### src/rtl/proc_datapath.sv
// 16-bit processor datapath: register file R0..R7 (R7 = PC), IR, A, G, ALU, bus mux
// and the memory-side ADDR/DOUT/W registers, steered by active-low load enables.
module proc_datapath #(
  parameter int unsigned       DATA_W   = 16,
  parameter logic [DATA_W-1:0] PC_RESET = '0
) (
  input  logic              clk,
  input  logic              reset,
  input  logic [3:0]        sel,
  input  logic [7:0]        RX_in,
  input  logic              IR_in,
  input  logic              A_in,
  input  logic              G_in,
  input  logic              ADDR_in,
  input  logic              PC_in,
  input  logic              pc_incr,
  input  logic [1:0]        op,
  input  logic              add_sub_ctrl,
  input  logic              W_inp,
  input  logic [DATA_W-1:0] din,
  output logic [DATA_W-1:0] IR_out,
  output logic [DATA_W-1:0] addr,
  output logic [DATA_W-1:0] dout,
  output logic              w,
  output logic [DATA_W-1:0] bus
);

  logic [DATA_W-1:0] r_q [8];
  logic [DATA_W-1:0] ir_q, a_q, g_q, addr_q, dout_q;
  logic              w_q;
  logic [DATA_W-1:0] alu_res;
  logic [2:0]        ir_opcode;
  logic              is_and;

  assign ir_opcode = ir_q[DATA_W-1 -: 3];

  // Unknown sel falls to the default arm, so X selects drive zero as well.
  always_comb begin
    bus = '0;
    case (sel)
      4'd0, 4'd1, 4'd2, 4'd3,
      4'd4, 4'd5, 4'd6, 4'd7: bus = r_q[sel[2:0]];
      4'd8: begin
        if (ir_opcode == 3'b001) begin
          bus[DATA_W-1 -: 8] = ir_q[7:0];
        end else begin
          bus[8:0] = ir_q[8:0];
        end
      end
      4'd9:    bus = g_q;
      default: bus = '0;
    endcase
  end

  assign is_and = (op == 2'b01) || (ir_opcode == 3'b110);

  always_comb begin
    alu_res = '0;
    if (is_and) begin
      alu_res = a_q & bus;
    end else if (add_sub_ctrl) begin
      alu_res = a_q - bus;
    end else begin
      alu_res = a_q + bus;
    end
  end

  always_ff @(posedge clk) begin
    if (reset) begin
      for (int i = 0; i < 7; i++) begin
        r_q[i] <= '0;
      end
      r_q[7] <= PC_RESET;
      ir_q   <= '0;
      a_q    <= '0;
      g_q    <= '0;
      addr_q <= '0;
      dout_q <= '0;
      w_q    <= 1'b0;
    end else begin
      for (int i = 0; i < 7; i++) begin
        if (!RX_in[i]) r_q[i] <= bus;
      end
      // A bus load of the PC beats the increment in the same cycle.
      if (!RX_in[7] || !PC_in) begin
        r_q[7] <= bus;
      end else if (pc_incr) begin
        r_q[7] <= r_q[7] + DATA_W'(1);
      end
      if (!IR_in)   ir_q   <= din;
      if (!A_in)    a_q    <= bus;
      if (!G_in)    g_q    <= alu_res;
      if (!ADDR_in) addr_q <= bus;
      if (W_inp)    dout_q <= bus;
      w_q <= W_inp;
    end
  end

  assign IR_out = ir_q;
  assign addr   = addr_q;
  assign dout   = dout_q;
  assign w      = w_q;

endmodule
### config.mk
export PLATFORM = sky130hd
export DESIGN_NAME = proc_datapath
export DESIGN_NICKNAME = d
export VERILOG_FILES = /design/src/rtl/proc_datapath.sv
export SDC_FILE = /design/constraint.sdc
export NUM_CORES = 1
export LEC_CHECK = 0
export BUFFER_PORTS_ARGS = -buffer_cell sky130_fd_sc_hd__buf_2
export CAP_MARGIN = 20
export CORE_ASPECT_RATIO = 1.1
export CORE_MARGIN = 4
export CORE_UTILIZATION = 45
export DETAILED_ROUTE_END_ITERATION = 12
export PLACE_DENSITY_LB_ADDON = 0.1
export SLEW_MARGIN = 10
export SYNTH_ARGS = -nofsm -noshare
export SYNTH_HDL_FRONTEND = slang
export SYNTH_SLANG_ARGS = --single-unit
### constraint.sdc
create_clock -name clk -period 12.29 [get_ports clk]
set_input_delay 0.6145 -clock clk [delete_from_list [all_inputs] [get_ports clk]]
set_output_delay 0.6145 -clock clk [all_outputs]
set_load 0.05 [all_outputs]
==> results.ini, run 1 <==
[clock_network]
clk_pin_slew_ns=0.06
cts_resized=0
cts.path.max_buffers=3
cts_tree=built
cts-root-buf=clkbuf_16
clock_sink_count=209
cts_buffers=23
cts_setup_buffers=0
clock_latency_ns=0.52
htree_levels=1
cts_hold_buf=0

[final_layout]
fillCellCount=2104
area_growth_pct=11.98
drive_above_1_share=0.1673
num_antenna_cells=0
fin_nets=1125

[sta]
finalCriticalPeriod_ns=5.004
slew_headroom=0.2847
setup_tns_ns=0
drv_slew=0
worst_pin_slew_ns=1.073
rsz0062_at_grt=no
fmax_ghz=0.1998
fin_crit_sh=0.4072
hold_violations=0
setup_slack_ns=7.286
final-setup-viol-count=0
fin_worst_skew_ns=0.01670

[power]
power_leakage_nw=5.040
powerDensity_nw_per_um2=153.9
ir_drop_v=0.0001086

[floorplan]
die_x_um=152.7
rows=57
start_util=0.4630
die_y_um=167.2
core_um2=22390
io_pins=105
die_area_um2=25530

[hold_path]
whs_endpoint=IR_out[7]
hp-start=din[7]
hp-class=primary input to flip-flop
hold_depth=3

[global_routing]
grt_pass1_vias=7298
grt_use_total=0.2142
grt-ovfl-total=0
antenna_found_initial=0
grt_max_degree=99
grt_pass1_wl_um=43250

[setup_path]
crit_type=primary input to flip-flop
ff2ff_setup_slack_ns=7.61
max_stage_delay_ns=0.59
worstSetupEndpointType=flip-flop
cp-startpoint=sel[2]
crit_required_ns=12.71
cp_common_cell=o21ai_0
ff2ff_path_depth=17
cp_max_fo=41
critPathLaunchType=primary input
r2r-start=IR_out[13]
critPathBufInv=3
cpLargestDelayFamily=simple AND/OR/NAND/NOR gates
timing.rr.end=g_q[14]
path_cells=buf_2 -> buf_4 -> nor3b_4 -> and2_1 -> nand2_1 -> and3_1 -> ha_1 -> nor2_1 -> a21o_1 -> inv_1 -> fa_1 -> nor2b_1 -> o21ai_0 -> a21boi_0 -> o211ai_1 -> a211oi_1 -> nor4_1 -> nor3b_1 -> o21ai_0 -> a311oi_1
cp_slowest_cell=nor3b_4
crit_arrival_ns=5.43

[synthesis]
synth_top_flop_cell=edfxtp_1
syn_inst=1012
synth_nets=1072
yosysWarnings=0
synth.distinct_cells=64
ys_ff_latch=209
yosysSeqAreaShare=0.5272
synth_edf_count=128
syn_area_um2=10370
avgSynthCellArea_um2=10.24
ys_async_sr_fraction=0

[placed_design]
dp_hpwl_um=19520
io_buffers=104
gp_congestion=0.8480
dpl_worst_slack_ns=6.846

[drt]
drtPass1Iterations=5
drt-initial-drc-count=455
wirelength_um=28160
drt.antenna.violating_nets=0
viasPerCell=5.496
drc=0
vias=7568
avgRoutedWirePerCell_um=20.45

[outcome]
status=completed

[flow_run]
drv_cap=0

## cell families after synthesis
group	share of synthesized area
AND/OR/NAND/NOR	0.1610
flip-flops	0.5272
AO/OA/AOI/OAI	0.1023
buffers and inverters	0.05262
multiplexers	0.09993
XOR/XNOR	0.03210
adder cells (fa/ha/maj)	0.02486
## final cells by class
class / count / area (um2) / area share
flip-flops and latches: 209 / 5465 / 0.4707
multi-input cells: 678 / 4357 / 0.3753
clock buffers: 32 / 619.3 / 0.05335
repair buffers: 109 / 560.5 / 0.04828
well taps: 295 / 369.1 / 0.03179
inverters: 44 / 165.2 / 0.01423
clock inverters: 10 / 73.82 / 0.006358
## report_power, final
part           internal (mW)  switching, mW
Combinational          0.110          0.210
Clock                  0.372          0.278
Sequential             0.792         0.0258
Total                   1.27          0.513
## flip-flops by register name, summed over array words and instances (netlist names)
register,cells
IR_out,16
a_q,16
addr,16
dout,16
g_q,16
r_q,128
w,1
## per-stage QoR
stage               utilization  cell area, um2  instances  power (mW)  hold slack (ns)
finish                   0.5184           11610       1377       1.787           0.3240
global route             0.5184           11610       1377       1.859           0.3365
CTS                      0.5184           11610       1377       1.798           0.3124
detailed placement       0.4875           10920       1335       1.152           0.4732
global placement         0.4875           10920       1335       1.151           0.4648
floorplan                     -           10370       1012       1.069           0.4506
## synthesized netlist by cell type (all sizes together), types with 8 or more instances
master / number / area share
and3: 10 / 0.0060
a21oi: 63 / 0.031
inv: 44 / 0.016
o22ai: 18 / 0.011
a211oi: 21 / 0.017
xor2: 8 / 0.0068
nor3: 8 / 0.0039
nand2b: 20 / 0.012
edfxtp: 128 / 0.37
dfxtp: 81 / 0.16
buf: 20 / 0.015
nor2: 243 / 0.088
mux2i: 66 / 0.064
a31oi: 11 / 0.0066
nand3: 10 / 0.0048
o21ai: 16 / 0.0081
xnor2: 30 / 0.025
nand2: 46 / 0.017
clkbuf: 61 / 0.022
nor2b: 9 / 0.0054
ha: 19 / 0.023
a221oi: 9 / 0.0088
mux4: 16 / 0.035
or2: 10 / 0.0060
## metal layers
layer	vias up	track usage	wire length (um)
li1	3641	-	-
met1	3681	0.2888	12510
met2	199	0.3611	13580
met3	47	0.02865	1268
met4	0	0.06780	802
met5	-	0	0
## placed cells by master (no fill, tap or decap), types with 3 or more instances in the layout
master and n:
a211oi_1 18, clkbuf_1 8, a22o_1 3, a211oi_2 3, or2_2 10, nor3_1 8, a31oi_1 11, nand2b_1 20
buf_4 6, nand3_1 10, a41oi_1 3, a221oi_1 7, clkinv_1 6, mux4_2 15, clkbuf_16 23, inv_1 39
or3_1 4, xnor2_1 30, a21oi_1 61, nor2_1 243, and3_1 10, ha_1 19, o21ai_1 4, nor2b_1 9
edfxtp_1 128, buf_2 103, mux2i_1 66, o22ai_1 18, xor2_1 8, nand2_1 46, o21ai_0 11, and2_1 3
inv_2 5, dfxtp_1 81
## worst register-to-register path: stages, from the launching register on
cell       delay (ns)
dfxtp_1          0.41
nor3b_4          0.48
o21ai_1          0.21
a2111oi_4        0.60
ha_1             0.32
nor2_1           0.09
a21o_1           0.11
inv_1            0.06
fa_1             0.41
nor2b_1          0.15
o21ai_0          0.12
a21boi_0         0.35
o211ai_1         0.20
a211oi_1         0.43
nor4_1           0.11
nor3b_1          0.24
o21ai_0          0.11
a311oi_1         0.20
## worst max path at each step
stage	end	slack, ns	cells after the start
2_1_floorplan	g_q[13]	7.71	18
3_3_place_gp	g_q[14]	6.89	20
3_5_place_dp	g_q[14]	6.85	20
4_1_cts	g_q[14]	7.36	20
5_1_grt	g_q[14]	6.85	20
6_report	g_q[14]	7.29	20
Note: power is estimated with default switching activity, not from simulation.
==> run 2, diff against run 1 <==
Settings changed: ABC_AREA set to 1.
Clock period 12.29 ns to 4.95 ns, I/O delays scaled along.
==> results.ini, run 2 <==
[synthesis]
synth.most_common_cell=nand2_1
yosysWarnings=0  ; unchanged
synth.distinct_cells=41  ; -36%
yosysSeqAreaShare=0.5064  ; -0.02072
synth_xor_area_frac=0.02029  ; -0.01181
yosysTopAreaCellShare=0.3562  ; -0.01457
yosys.area_share.simple=0.2410  ; +0.08005
syn_inst=1379  ; +36%
ys_ff_latch=209  ; unchanged
synth_top_cell_by_area=edfxtp_1
synth_nets=1439  ; +34%
synth_top_family_by_area=simple AND/OR/NAND/NOR gates
synth.mux.area_fraction=0  ; -0.09993
avgSynthCellArea_um2=7.826  ; -24%
syn_area_um2=10790  ; +4.1%
synthAdderAreaFrac=0.02388  ; -0.0009772
synth_compound_area_frac=0.1059  ; +0.003514
synth_common_cells=341 x nand2_1, 203 x inv_1, 189 x nor2_1, 128 x edfxtp_1, 105 x o21ai_0
yosys-top-cells-area=edfxtp_1 36%, dfxtp_1 15%, nand2_1 12%
synth_top_flop_cell=edfxtp_1
synth_edf_count=128  ; unchanged
ys_async_sr_fraction=0  ; unchanged

[setup_path]
path_cells=inv_1 -> nand2_1 -> nand3_1 -> nand3_1 -> nand3_1 -> nand2_1 -> inv_1 -> ha_1 -> or2_2 -> o21ai_0 -> inv_1 -> fa_1 -> inv_1 -> nand2_1 -> nand2_1 -> a21oi_1 -> o21ai_0 -> a21boi_0 -> o21ai_0 -> nand3_1 -> nand2_1 -> a21oi_1 -> o21ai_0 -> a21oi_1
cp_common_cell=nand2_1
crit_required_ns=5.34  ; -7.37 ns
crit_arrival_ns=4.58  ; -0.85 ns
cp_slowest_cell=edfxtp_1
critPathLaunchType=flip-flop
max_stage_delay_ns=0.45  ; -0.14 ns
cp_max_fo=5  ; -88%
worstSetupEndpointType=flip-flop
crit_type=flip-flop to flip-flop

[sta]
finalCriticalPeriod_ns=4.197
fmax_ghz=0.2382
drv_slew=0  ; unchanged
rsz0062_at_grt=no
fin_worst_skew_ns=0.01913  ; +0.002427 ns
hold_violations=0  ; unchanged
worst_pin_slew_ns=0.9995  ; -0.07342 ns
fin_crit_sh=0.8480
slew_headroom=0.3320  ; +0.04734
setup_tns_ns=0  ; unchanged
final-setup-viol-count=0  ; unchanged

[global_routing]
grt_pass1_wl_um=50570  ; +17%
grt-ovfl-total=0  ; unchanged
grt_max_degree=34  ; -66%
grt_use_total=0.2451  ; +0.03096
antenna_found_initial=0  ; unchanged
grt_pass1_vias=8972  ; +23%

[floorplan]
io_pins=105  ; unchanged
die_area_um2=26530  ; +3.9%
die_x_um=155.7  ; +1.9%
start_util=0.4568  ; -0.006124
core_um2=23620  ; +5.5%
rows=59  ; +3.5%
die_y_um=170.4  ; +1.9%

[drt]
drc=0  ; unchanged
viasPerCell=5.170  ; -5.9%
avgRoutedWirePerCell_um=18.21  ; -11%
drtPass1Iterations=5  ; unchanged
vias=9244  ; +22%
drt-initial-drc-count=684  ; +50%
drt.antenna.violating_nets=0  ; unchanged
wirelength_um=32560  ; +16%

[flow_run]
drv_cap=0  ; unchanged

[power]
ir_drop_v=0.0002070  ; +91%
powerDensity_nw_per_um2=368.1  ; +140%
power_leakage_nw=5.978  ; +19%

[clock_network]
cts_tree=built
clk_pin_slew_ns=0.07  ; about the same
cts_hold_buf=9  ; +9
cts-root-buf=clkbuf_16
htree_levels=1  ; unchanged
clock_latency_ns=0.51  ; about the same
cts.path.max_buffers=3  ; unchanged
cts_buffers=23  ; unchanged
clock_sink_count=209  ; unchanged
cts_setup_buffers=0  ; unchanged
cts_resized=0  ; unchanged

[hold_path]
hp-class=primary input to flip-flop

[final_layout]
fin_nets=1527  ; +36%
drive_above_1_share=0.1194  ; -0.04793
area_growth_pct=13.98
final_common_cell=nand2_1
stdcell_count=1788  ; +30%
num_antenna_cells=0  ; unchanged
largest_reg_flops=128  ; unchanged
top_register=r_q
final_cell_mix=341 x nand2_1, 202 x inv_1, 189 x nor2_1

[placed_design]
gp_congestion=0.9448  ; +11%
dp_hpwl_um=23450  ; +20%
io_buffers=104  ; unchanged
placed_cells=1738  ; +30%

[outcome]
status=completed

[run 2: changes by cell type in the layout (fill, tap and decap cells not counted), moves of 20 or more]
cell      before  now
inv_1         39  202
mux2i_1       66    0
nand2_1       46  341
nand2b_1      20    0
nand3_1       10   87
nor2_1       243  189
o21ai_0       11  105
xnor2_1       30    5
[run 2: kinds of logic after synthesis]
group | after synthesis
buffers and inverters | 276
adders and majority gates | 20
AOI/OAI and AO/OA | 209
DFF | 209
and+or+nand+nor | 640
xor gates and xnor gates | 25
[run 2: path summary, 6_finish.rpt]
path / start / to / slack [ns] / cells after the start
setup reg to reg: r_q[7][0] / g_q[12] / 0.75 / 24
hold reg to reg: dout[11] / dout[11] / 0.48 / 2
hold / removal: din[1] / IR_out[1] / 0.007 / 3
setup / recovery: r_q[7][0] / g_q[12] / 0.75 / 24
[run 2: stage by stage]
step / hold WS, ns / power [mW] / instance area [um2] / worst slack (ns) / utilization
2_1_floorplan: 0.3991 / 2.683 / 10790 / 0.5082 / -
3_3_place_gp: 0.4585 / 2.940 / 11510 / 0.5741 / 0.4872
3_5_place_dp: 0.4645 / 2.949 / 11510 / 0.5034 / 0.4872
4_1_cts: 0.0008185 / 4.564 / 12300 / 0.7954 / 0.5207
5_1_grt: 0.03466 / 4.742 / 12300 / 0.2675 / 0.5207
6_report: 0.007300 / 4.528 / 12300 / 0.7526 / 0.5207
[run 2: power by group]
part	switching, mW	internal (mW)
sequential	0.0642	1.98
combinational	0.633	0.240
clock	0.688	0.921
[run 2: worst max-delay path: cells and delay by family, from the launching register on]
family	cells	cell delay (ns)
compound gates	8	1.34
flops	1	0.45
buf+inv	4	0.52
simple gates	10	1.08
fa+ha+maj	2	0.66
[run 2: layer usage]
metal	routed length [um]	GRT usage
met2	16420	0.4371
met3	1662	0.02976
met4	729	0.06281
met5	0	0
met1	13760	0.3167
[run 2: final cells by class]
class | count | area, um2
fillers | 2359 | 11320
flip-flops and latches | 209 | 5465
repair buffers | 131 | 745.7
clock buffers | 33 | 656.9
well taps | 305 | 381.6
clock inverters | 8 | 45.04
inverters | 208 | 785.8
multi-input cells | 894 | 4220
